[src/rtl/tone_pwm_player.sv]
// Note player: latches one note per valid/ready handshake, plays a phase-accumulator square wave as
// decaying-amplitude 1-bit PWM for note_len sample ticks; note_ready is low for the whole note (no queueing).
module tone_pwm_player #(
    parameter int CLK_DIV  = 128,
    parameter int LEN_BITS = 16,
    parameter int ENV_STEP = 256
) (
    input  logic                clk,
    input  logic                rst,
    input  logic                note_valid,
    output logic                note_ready,
    input  logic [3:0]          note_id,
    input  logic [LEN_BITS-1:0] note_len,
    output logic                busy,
    output logic                note_done,
    output logic                pwm
);
    localparam int DIV_W = $clog2(CLK_DIV);
    localparam int ENV_W = (ENV_STEP > 1) ? $clog2(ENV_STEP) : 1;
    localparam logic [DIV_W-1:0] DIV_MAX = DIV_W'(CLK_DIV - 1);
    localparam logic [DIV_W-1:0] AMP_MIN = DIV_W'(16);
    localparam logic [ENV_W-1:0] ENV_MAX = ENV_W'(ENV_STEP - 1);

    typedef enum logic {IDLE, PLAY} state_t;

    state_t               state_q, state_d;
    logic [DIV_W-1:0]     div_cnt_q, div_cnt_d;
    logic [15:0]          phase_q, phase_d;
    logic [15:0]          inc_q, inc_d;
    logic [DIV_W-1:0]     amp_q, amp_d;
    logic [ENV_W-1:0]     env_cnt_q, env_cnt_d;
    logic [LEN_BITS-1:0]  remaining_q, remaining_d;
    logic                 note_done_q, note_done_d;
    logic                 sample_tick, accept, start, finish;

    function automatic logic [15:0] inc_lut(input logic [3:0] id);
        case (id)
            4'd0:    inc_lut = 16'd88;
            4'd1:    inc_lut = 16'd99;
            4'd2:    inc_lut = 16'd111;
            4'd3:    inc_lut = 16'd117;
            4'd4:    inc_lut = 16'd132;
            4'd5:    inc_lut = 16'd148;
            4'd6:    inc_lut = 16'd166;
            4'd7:    inc_lut = 16'd176;
            4'd8:    inc_lut = 16'd197;
            4'd9:    inc_lut = 16'd221;
            4'd10:   inc_lut = 16'd234;
            4'd11:   inc_lut = 16'd263;
            default: inc_lut = 16'd0;
        endcase
    endfunction

    assign sample_tick = (div_cnt_q == DIV_MAX);
    assign accept      = note_valid && note_ready;
    assign start       = accept && (note_len != '0);
    assign finish      = (state_q == PLAY) && sample_tick && (remaining_q == LEN_BITS'(1));

    always_ff @(posedge clk) begin
        if (rst) state_q <= IDLE;
        else     state_q <= state_d;
    end

    always_comb begin
        state_d = state_q;
        case (state_q)
            IDLE:    if (start)  state_d = PLAY;
            PLAY:    if (finish) state_d = IDLE;
            default: state_d = IDLE;
        endcase
    end

    always_comb begin
        note_ready = !rst && (state_q == IDLE);
        busy       = !rst && (state_q == PLAY);
        note_done  = !rst && note_done_q;
        pwm        = !rst && (state_q == PLAY) && (inc_q != 16'd0) && phase_q[15] && (div_cnt_q < amp_q);
    end

    // The divider free-runs across notes, so the first tick of a note lands anywhere in 1..CLK_DIV clocks.
    always_comb begin
        div_cnt_d   = sample_tick ? '0 : div_cnt_q + 1'b1;
        phase_d     = phase_q;
        inc_d       = inc_q;
        amp_d       = amp_q;
        env_cnt_d   = env_cnt_q;
        remaining_d = remaining_q;
        note_done_d = finish;
        if (start) begin
            remaining_d = note_len;
            phase_d     = 16'd0;
            amp_d       = DIV_MAX;
            env_cnt_d   = '0;
            inc_d       = inc_lut(note_id);
        end else if ((state_q == PLAY) && sample_tick) begin
            phase_d     = phase_q + inc_q;
            remaining_d = remaining_q - LEN_BITS'(1);
            if (env_cnt_q == ENV_MAX) begin
                env_cnt_d = '0;
                if (amp_q > AMP_MIN) amp_d = amp_q - 1'b1;
            end else begin
                env_cnt_d = env_cnt_q + 1'b1;
            end
        end
    end

    always_ff @(posedge clk) begin
        if (rst) begin
            div_cnt_q   <= '0;
            phase_q     <= 16'd0;
            inc_q       <= 16'd0;
            amp_q       <= '0;
            env_cnt_q   <= '0;
            remaining_q <= '0;
            note_done_q <= 1'b0;
        end else begin
            div_cnt_q   <= div_cnt_d;
            phase_q     <= phase_d;
            inc_q       <= inc_d;
            amp_q       <= amp_d;
            env_cnt_q   <= env_cnt_d;
            remaining_q <= remaining_d;
            note_done_q <= note_done_d;
        end
    end
endmodule
[config.mk]
export PLATFORM = sky130hd
export DESIGN_NAME = tone_pwm_player
export DESIGN_NICKNAME = d
export VERILOG_FILES = /design/src/rtl/tone_pwm_player.sv
export SDC_FILE = /design/constraint.sdc
export NUM_CORES = 1
export LEC_CHECK = 0
export BUFFER_PORTS_ARGS = -buffer_cell sky130_fd_sc_hd__buf_2
export CORE_ASPECT_RATIO = 1.25
export CORE_MARGIN = 10
export CORE_UTILIZATION = 62
export DETAILED_ROUTE_END_ITERATION = 10
export PLACE_DENSITY = 0.91
export SLEW_MARGIN = 20
export SYNTH_ARGS = -nofsm -noshare
export SYNTH_HDL_FRONTEND = slang
export SYNTH_SLANG_ARGS = --single-unit
[constraint.sdc]
create_clock -name clk -period 7.25 [get_ports clk]
set_clock_uncertainty 0.2 [all_clocks]
set_input_delay 1.45 -clock clk [delete_from_list [all_inputs] [get_ports clk]]
set_output_delay 1.45 -clock clk [all_outputs]
set_load 0.1 [all_outputs]
==> results of run 1 <==
worst min-delay path by stage:
stage / startpoint / to / slack [ns] / cells after the start
after floorplan: div_cnt_q[0] / div_cnt_q[0] / 0.23 / 1
after global placement: phase_q[6] / phase_q[6] / 0.24 / 2
after detailed placement: phase_q[5] / phase_q[5] / 0.25 / 2
after CTS: phase_q[5] / phase_q[5] / 0.26 / 2
after global routing: remaining_q[13] / remaining_q[13] / 0.28 / 2
final: phase_q[5] / phase_q[5] / 0.26 / 2
critical path, cell delays in order:
cell       delay, ns
buf_2           0.33
nor2b_1         0.29
nand3b_1        0.12
a2111oi_2       0.32
buf_2           0.48
routing by layer:
layer	vias to the layer above	part of all wire [%]	track usage (%)
met2	95	50	32.35
li1	1644	-	-
met1	1527	42	22.91
met5	-	0	0
met3	22	5.3	4.700
met4	0	2.2	7.870
synthesized netlist by cell type, types with 2 or more instances:
library cell	count	area, um2
dfxtp_1	65	1301
nor2_1	54	202.7
a21oi_1	50	250.2
nand2_1	34	127.6
ha_1	25	312.8
o21ai_0	23	115.1
inv_1	20	75.07
clkbuf_1	15	56.30
nand3_1	13	65.06
xnor2_1	11	96.34
nand3b_1	10	75.07
xor2_1	10	87.58
o211ai_1	9	67.56
a211oi_1	8	60.06
nor4_1	8	50.05
nor2b_1	6	37.54
nor3_1	6	30.03
and2_1	5	31.28
or3_1	5	31.28
a32oi_1	4	35.03
and3_1	4	25.02
nand4_1	4	25.02
a21o_1	3	22.52
a221oi_1	3	26.28
a22oi_1	3	22.52
o311ai_0	3	26.28
o31ai_1	3	22.52
a2111oi_0	2	17.52
a31oi_1	2	12.51
and4_1	2	17.52
buf_1	2	7.510
mux2i_1	2	20.02
o21bai_1	2	15.01
or2_2	2	12.51
report_power, final:
group          total (mW)  switching [mW]  internal, mW  leakage [nW]
registers           0.383          0.0136         0.370         0.528
logic               0.105          0.0667        0.0379         0.894
clock network       0.423           0.142         0.281         0.140
sequential cells by signal, summed over array words and instances, names as in the netlist:
register / flops
div_cnt_q: 7
state_q: 1
amp_q: 7
phase_q: 16
note_done_q: 1
inc_q: 9
env_cnt_q: 8
remaining_q: 16
cell families after synthesis:
| family | synth area share, % |
|---|---|
| simple gates | 23.57 |
| compound gates | 22.02 |
| flops | 35.73 |
| buf+inv | 3.950 |
| fa+ha+maj | 9.138 |
| xor+xnor | 5.050 |
| mux | 0.5497 |
final cells by class:
class                           count  area, um2  share of cell area, %
Sequential cell                    65       1301                  31.90
Clock buffer                       11      151.4                  3.712
Multi-Input combinational cell    340       2206                  54.08
Tap cell                           66      82.58                  2.025
Timing Repair Buffer               27      137.6                  3.374
Inverter                           20      75.07                  1.840
Clock inverter                      5      125.1                  3.067
==> results.sh, run 1 <==
export IMPL_outcome="complete, no violations"
export IMPL_final_common_cell="dfxtp_1"
export IMPL_min_period_ns=4.645
export IMPL_synth_avg_cell_area_um2=8.222
export IMPL_grt_pass1_wl_um=14750
export IMPL_rr_startpoint="inc_q[0]"
export IMPL_drive_above_1_share_pct=12.18
export IMPL_worstPathRequired_ns=5.60
export IMPL_htree_num_levels=3
export IMPL_yosysSeqAreaShare_pct=35.73
export IMPL_gp_congestion=0.9119
export IMPL_crit_fanout=42
export IMPL_start_kind="input port"
export IMPL_setup_slack_ns=2.605
export IMPL_finalWirelength_um=8727
export IMPL_r2r_cells=8
export IMPL_maxCapViolCount=0
export IMPL_syn_num_nets=492
export IMPL_antenna_found_initial=0
export IMPL_hold_class="reg -> reg"
export IMPL_synthesis_area_um2=3642
export IMPL_vias=3288
export IMPL_fin_cells=534
export IMPL_final_core_util_pct=71.05
export IMPL_insertion_delay_ns=0.35
export IMPL_num_nets_final=512
export IMPL_cts_tree="done"
export IMPL_endpoint_kind="output pin"
export IMPL_arrival_ns=2.99
export IMPL_max_freq_mhz=215.3
export IMPL_cts_resized=0
export IMPL_hold_viol_final=0
export IMPL_peakVddDrop_mv=0.1132
export IMPL_grt_pass1_vias=3222
export IMPL_die_area_um2=9360
export IMPL_worst_pin_slew_ns=1.034
export IMPL_antenna_cells=0
export IMPL_fillerInstances=423
export IMPL_fp_dieH_um=105.7
export IMPL_r2r_slack_ns=4.53
export IMPL_wl_per_cell_um=16.34
export IMPL_yosysWarningCount=0
export IMPL_io_buffer_count=26
export IMPL_rsz0062_at_grt="false"
export IMPL_place_area_um2=3802
export IMPL_ctsHoldBuffers=0
export IMPL_setup_tns_ns=0
export IMPL_grt_max_degree=43
export IMPL_die_w_um=88.56
export IMPL_path_clk_slew_ns=0.07
export IMPL_clockBufferDepth=2
export IMPL_crit_end="pwm"
export IMPL_clock_sinks=65
export IMPL_cts_setup_buffers=0
export IMPL_synth_edf_count=0
export IMPL_final_max_slew_violation_count=0
export IMPL_whs_ns=0.2647
export IMPL_critPathLaunch="rst"
export IMPL_grt_overflow_total=0
export IMPL_core_area_um2=5741
export IMPL_via_per_inst=6.157
export IMPL_place_inst=518
export IMPL_ant_nets=0
export IMPL_first_pass_iters=5
export IMPL_start_util_pct=63.45
export IMPL_synth_cell_type_count=59
export IMPL_ys_ff_latch=65
export IMPL_timing_rr_end="phase_q[14]"
export IMPL_yosys_most_used_dff="dfxtp_1"
export IMPL_async_flop_share_pct=0
export IMPL_dp_hpwl_um=5989
export IMPL_num_rows=31
export IMPL_power_total_uw=911.2
export IMPL_final_cell_area_um2=4079
export IMPL_final_cell_mix="dfxtp_1 (65), nor2_1 (53), a21oi_1 (50)"
export IMPL_finalCritPeriodShare_pct=64.06
export IMPL_drtIter0Drc=266
export IMPL_setup_viol=0
export IMPL_power_per_cell_area_nw_per_um2=223.4
export IMPL_root_buffer="clkbuf_8"
export IMPL_synthCells=443
export IMPL_maxSlewHeadroom_pct=31.04
export IMPL_area_delta_synth_final_pct=11.99
export IMPL_drc=0
export IMPL_grt_total_usage_pct=19.36
export IMPL_worstSetupPathType="in -> out"
export IMPL_p_leak_nw=1.562
export IMPL_ios=27
export IMPL_cts_made_buffers=9
export IMPL_pre_cts_slack_ns=2.617
Power figures use the tool's default switching activity.
==> inputs of run 2 (changes only) <==
--- a/config.mk
+++ b/config.mk
@@ -8,9 +8,9 @@
 export BUFFER_PORTS_ARGS = -buffer_cell sky130_fd_sc_hd__buf_2
 export CORE_ASPECT_RATIO = 1.25
 export CORE_MARGIN = 10
-export CORE_UTILIZATION = 62
+export CORE_UTILIZATION = 54
 export DETAILED_ROUTE_END_ITERATION = 10
-export PLACE_DENSITY = 0.91
+export PLACE_DENSITY = 0.85
 export SLEW_MARGIN = 20
 export SYNTH_ARGS = -nofsm -noshare
 export SYNTH_HDL_FRONTEND = slang
==> constraint.sdc (replaced) <==
create_clock -name clk -period 4.1 [get_ports clk]
set_clock_uncertainty 0.2 [all_clocks]
set_input_delay 0.82 -clock clk [delete_from_list [all_inputs] [get_ports clk]]
set_output_delay 0.82 -clock clk [all_outputs]
set_load 0.1 [all_outputs]
==> run 2 against run 1 <==
Net effect: critical path depth grew 3; clock power grew 28%; global-route usage shrank 2.6 points; final cell count grew 4.7%; non-clock buffer count grew 4; routed wire length shrank 3.2%; combinational power grew 80%; sequential share of layout area grew 0.069 points; critical path type is now reg -> out; largest power group is now sequential cells; count of clock-buffer cells in the layout is the same; highest routed layer unchanged.
==> results.sh, run 2 (synthesized netlist as in run 1, its figures left out) <==
export IMPL_outcome="complete, no violations"
export IMPL_worstSetupPathType="reg -> out"
export IMPL_final_cell_mix="dfxtp_1 (65), nor2_1 (53), a21oi_1 (50)"
export IMPL_drc=0
export IMPL_root_buffer="clkbuf_8"
export IMPL_finalCritPeriodShare_pct=79.95
export IMPL_ios=27
export IMPL_p_leak_nw=1.539
export IMPL_place_area_um2=3874
export IMPL_critPathLaunch="amp_q[1]"
export IMPL_antenna_found_initial=0
export IMPL_arrival_ns=2.26
export IMPL_ctsHoldBuffers=0
export IMPL_dp_hpwl_um=6144
export IMPL_maxSlewHeadroom_pct=52.20
export IMPL_final_max_slew_violation_count=0
export IMPL_start_util_pct=55.48
export IMPL_clock_sinks=65
export IMPL_final_cell_area_um2=4070
export IMPL_use_met3_pct=3.763
export IMPL_power_per_cell_area_nw_per_um2=345.7
export IMPL_num_rows=33
export IMPL_ant_nets=0
export IMPL_clockBufferDepth=2
export IMPL_num_nets_final=516
export IMPL_core_area_um2=6565
export IMPL_die_w_um=93.46
export IMPL_setup_tns_ns=0
export IMPL_path_clk_slew_ns=0.07
export IMPL_hold_class="reg -> reg"
export IMPL_globalRouteMet2Util_pct=26.98
export IMPL_die_area_um2=10450
export IMPL_grt_pass1_vias=3325
export IMPL_insertion_delay_ns=0.34
export IMPL_cts_made_buffers=9
export IMPL_max_freq_mhz=305.1
export IMPL_gp_congestion=0.9041
export IMPL_crit_fanout=3
export IMPL_cts_tree="done"
export IMPL_min_period_ns=3.278
export IMPL_pre_cts_slack_ns=1.148
export IMPL_drtIter0Drc=298
export IMPL_via_per_inst=6.073
export IMPL_peakVddDrop_mv=0.2539
export IMPL_area_delta_synth_final_pct=11.75
export IMPL_grt_busiest_layer="met2"
export IMPL_antenna_cells=0
export IMPL_worstPathRequired_ns=3.08
export IMPL_wl_per_cell_um=15.12
export IMPL_cts_resized=0
export IMPL_setup_slack_ns=0.8221
export IMPL_hold_viol_final=0
export IMPL_vias=3395
export IMPL_rr_startpoint="div_cnt_q[0]"
export IMPL_grt_pass1_wl_um=14840
export IMPL_finalWirelength_um=8452
export IMPL_setup_viol=0
export IMPL_maxCapViolCount=0
export IMPL_htree_num_levels=3
export IMPL_final_common_cell="dfxtp_1"
export IMPL_rsz0062_at_grt="false"
export IMPL_cts_setup_buffers=0
export IMPL_endpoint_kind="output pin"
export IMPL_fp_dieH_um=111.8
export IMPL_start_kind="flop"
export IMPL_use_met1_pct=19.30
export IMPL_hold_path_startpoint="phase_q[4]"
export IMPL_worst_pin_slew_ns=0.7105
export IMPL_grt_max_degree=42
export IMPL_first_pass_iters=5
export IMPL_drive_above_1_share_pct=12.92
export IMPL_grt_overflow_total=0
export IMPL_grt_total_usage_pct=16.74
export IMPL_io_buffer_count=26
export IMPL_largestRegisters="phase_q x16, remaining_q x16, inc_q x9"
-- run 2: changes by cell type in the layout (fill, tap and decap cells not counted) --
cell,change
a2111oi_2,-1
a2111oi_4,+1
buf_4,+4
bufinv_16,-3
clkbuf_1,+1
clkbuf_8,-1
clkinv_2,+1
clkinvlp_4,+2
nor2b_1,-1
nor2b_2,+1
-- run 2: through the flow --
| step | power [mW] | hold WS, ns | util, % | cells |
|---|---|---|---|---|
| floorplan | 0.8243 | 0.2266 | - | 443 |
| global placement | 0.8702 | 0.2438 | 59.01 | 543 |
| detailed placement | 0.8767 | 0.2543 | 59.01 | 543 |
| CTS | 1.408 | 0.2640 | 62.00 | 559 |
| global route | 1.466 | 0.3052 | 62.00 | 559 |
| finish | 1.407 | 0.2706 | 62.00 | 559 |
-- run 2: layout make-up --
type | count | area (um2)
clock buffers | 11 | 141.4
clock inverters | 5 | 55.05
fillers | 537 | 2495
inverters | 20 | 75.07
multi-input cells | 340 | 2221
flip-flops and latches | 65 | 1301
well taps | 87 | 108.9
repair buffers | 31 | 167.7
-- run 2: critical path, cell delays in order (launching register included) --
cell	delay, ns
dfxtp_1	0.35
inv_1	0.08
ha_1	0.26
o21ai_0	0.06
a21boi_0	0.09
o21ai_0	0.15
a21oi_1	0.12
a2111oi_4	0.32
buf_2	0.48
-- run 2: worst paths after layout --
path                                  endpoint  slack (ns)  depth (start not counted)
worst max-delay path                       pwm        0.82                          8
worst min-delay path                phase_q[4]        0.27                          2
worst max register to register  remaining_q[8]        1.45                          7
worst min register to register      phase_q[4]        0.27                          2
-- run 2: routing by layer --
metal / share of wire, % / routed length, um / vias to the layer above
met4: 3.8 / 319 / 0
met3: 4.8 / 408 / 32
li1: - / - / 1653
met1: 42 / 3540 / 1605
met2: 50 / 4184 / 105
met5: 0 / 0 / -
-- run 2: power by group --
group | leakage [nW] | total (mW) | internal [mW] | switching, mW
clock network | 0.0953 | 0.542 | 0.295 | 0.247
logic | 0.915 | 0.189 | 0.0696 | 0.119
registers | 0.528 | 0.676 | 0.654 | 0.0228
total | 1.54 | 1.41 | 1.02 | 0.389
==> inputs of run 3 (changes only) <==
==> constraint.sdc (replaced) <==
create_clock -name clk -period 2.7 [get_ports clk]
set_clock_uncertainty 0.2 [all_clocks]
set_input_delay 0.54 -clock clk [delete_from_list [all_inputs] [get_ports clk]]
set_output_delay 0.54 -clock clk [all_outputs]
set_load 0.1 [all_outputs]
==> run 3 against run 2 <==
Net effect: the flow now finishes with violations (setup timing); via count is 0.85% higher; critical path depth shrank 1; sequential power up 52%; routed wire length up 4.3%; critical endpoint unchanged.
==> results.sh, run 3 (synthesized netlist as in run 1, its figures left out) <==
export IMPL_outcome="complete, but fails checks"
export IMPL_violations="setup timing"
export IMPL_setup_tns_ns=-0.03960
export IMPL_max_freq_mhz=365.0
export IMPL_vias=3424
export IMPL_ios=27
export IMPL_via_per_inst=6.049
export IMPL_crit_end="pwm"
export IMPL_drive_above_1_share_pct=18.79
export IMPL_insertion_delay_ns=0.34
export IMPL_r2r_cells=8
export IMPL_power_internal_mw=1.493
export IMPL_ant_nets=0
export IMPL_arrival_ns=2.00
export IMPL_endpoint_kind="output pin"
export IMPL_switchingPower_uw=592.0
export IMPL_slowest_stage="a2111oi_4"
export IMPL_timing_rr_end="phase_q[14]"
export IMPL_min_period_ns=2.740
export IMPL_worstPathRequired_ns=1.96
export IMPL_final_max_slew_violation_count=0
export IMPL_core_area_um2=6565
export IMPL_critPathBufInv=2
export IMPL_dp_hpwl_um=6370
export IMPL_path_clk_slew_ns=0.07
export IMPL_hold_class="reg -> reg"
export IMPL_power_per_cell_area_nw_per_um2=495.1
export IMPL_hold_path_startpoint="phase_q[0]"
export IMPL_antenna_found_initial=0
export IMPL_multi_input_area_um2=2290
export IMPL_cpLargestDelayFamily="compound AO/OA/AOI/OAI gates"
export IMPL_clockBufferDepth=2
export IMPL_grt_pass1_wl_um=14520
export IMPL_setup_viol=1
export IMPL_drtIter0Drc=207
export IMPL_grt_max_degree=35
export IMPL_final_cell_mix="dfxtp_1 (56), nor2_1 (52), a21oi_1 (49)"
export IMPL_power_total_mw=2.085
export IMPL_wl_met3_um=403
export IMPL_largestRegisters="phase_q x16, remaining_q x16, inc_q x9"
export IMPL_root_buffer="clkbuf_8"
export IMPL_antenna_cells=0
export IMPL_cpPeakStageDelay_ns=0.39
export IMPL_met1Wirelength_um=3611
export IMPL_finalCritPeriodShare_pct=101.5
export IMPL_hold_viol_final=0
export IMPL_p_sw_share_pct=28.40
export IMPL_critPathLaunch="amp_q[2]"
export IMPL_area_delta_synth_final_pct=15.60
export IMPL_num_rows=33
export IMPL_gp_congestion=0.8541
export IMPL_cts_tree="done"
export IMPL_maxCapViolCount=0
export IMPL_setup_slack_ns=-0.03960
export IMPL_grt_pass1_vias=3330
export IMPL_first_pass_iters=5
export IMPL_rr_startpoint="phase_q[0]"
export IMPL_clock_sinks=65
export IMPL_combPwrFrac_pct=15.6
export IMPL_fillerInstances=509
export IMPL_power_clock_fraction_pct=34.9
export IMPL_worst_pin_slew_ns=0.7314
export IMPL_htree_num_levels=3
export IMPL_io_buffer_count=26
export IMPL_wl_per_cell_um=15.58
export IMPL_p_leak_nw=1.590
export IMPL_grt_overflow_total=0
export IMPL_cts_made_buffers=9
export IMPL_whs_ns=0.2618
export IMPL_grt_total_usage_pct=16.55
export IMPL_power_frac_seq_pct=49.5
export IMPL_rsz0062_at_grt="true"
export IMPL_start_util_pct=55.48
export IMPL_final_common_cell="dfxtp_1"
export IMPL_timing_critical_path_cells="inv_2 -> ha_4 -> a21boi_2 -> o21ai_1 -> a21oi_2 -> a2111oi_4 -> buf_12"
export IMPL_fp_dieH_um=111.8
export IMPL_path_depth=7
export IMPL_wl_met2_um=4512
export IMPL_drc=0
export IMPL_die_area_um2=10450
export IMPL_regArea_um2=1318
export IMPL_peakVddDrop_mv=0.3016
export IMPL_worstSetupPathType="reg -> out"
export IMPL_crit_fanout=3
export IMPL_die_w_um=93.46
export IMPL_maxSlewHeadroom_pct=50.79
export IMPL_finalWirelength_um=8817
export IMPL_routed_top_layer="met4"
export IMPL_r2r_slack_ns=0.26
export IMPL_start_kind="flop"
export IMPL_num_nets_final=525
## run 3: final cells by class
| type | count | share of cell area (%) |
|---|---|---|
| Clock buffer | 11 | 3.596 |
| Clock inverter | 3 | 0.4160 |
| Tap cell | 87 | 2.585 |
| Timing Repair Buffer | 40 | 5.944 |
| Inverter | 20 | 1.783 |
| Sequential cell | 65 | 31.29 |
| Multi-Input combinational cell | 340 | 54.38 |
## run 3: tightest hold or removal path, delay by kind of cell, from the launching register on
| family | cells | cell delay [ns] |
|---|---|---|
| AO/OA/AOI/OAI | 1 | 0.05 |
| flip-flops | 1 | 0.31 |
| AND/OR/NAND/NOR | 1 | 0.05 |
## run 3: metal layers
layer	track usage, %	up-vias
li1	-	1670
met1	17.95	1633
met2	28.70	96
met3	3.629	25
met4	9.278	0
met5	0	-
## run 3: power groups by stage
stage | clock network (mW) | logic, mW | registers [mW]
floorplan | 0 | 0.215 | 1.04
global placement | 0 | 0.287 | 1.05
detailed placement | 0 | 0.295 | 1.05
CTS | 0.745 | 0.308 | 1.03
global route | 0.786 | 0.360 | 1.03
finish | 0.727 | 0.325 | 1.03
## run 3: metrics by stage
stage / cells / cell area (um2) / util, % / setup slack (ns)
floorplan: 443 / 3679 / - / -0.3878
global placement: 549 / 3949 / 60.15 / 0.2268
detailed placement: 549 / 3949 / 60.15 / 0.1584
CTS: 565 / 4158 / 63.33 / 0.0006115
global route: 566 / 4210 / 64.13 / -0.1093
finish: 566 / 4210 / 64.13 / -0.03960
## run 3: worst min-delay path by stage
| stage | end | slack [ns] | cells after the start |
|---|---|---|---|
| 2_1_floorplan | div_cnt_q[0] | 0.23 | 1 |
| 3_3_place_gp | phase_q[4] | 0.25 | 2 |
| 3_5_place_dp | phase_q[6] | 0.25 | 2 |
| 4_1_cts | remaining_q[4] | 0.25 | 3 |
| 5_1_grt | remaining_q[8] | 0.28 | 3 |
| 6_report | phase_q[0] | 0.26 | 2 |
## run 3: what timing repair did
item / 4_1_cts / 5_1_grt
gates resized for setup: 12 / 12
buffers inserted: 2 / 1
pin swaps: 4 / 5
gates cloned: 0 / 0
endpoints found under the setup margin: 1 / 3
hold buffers: 0 / 0
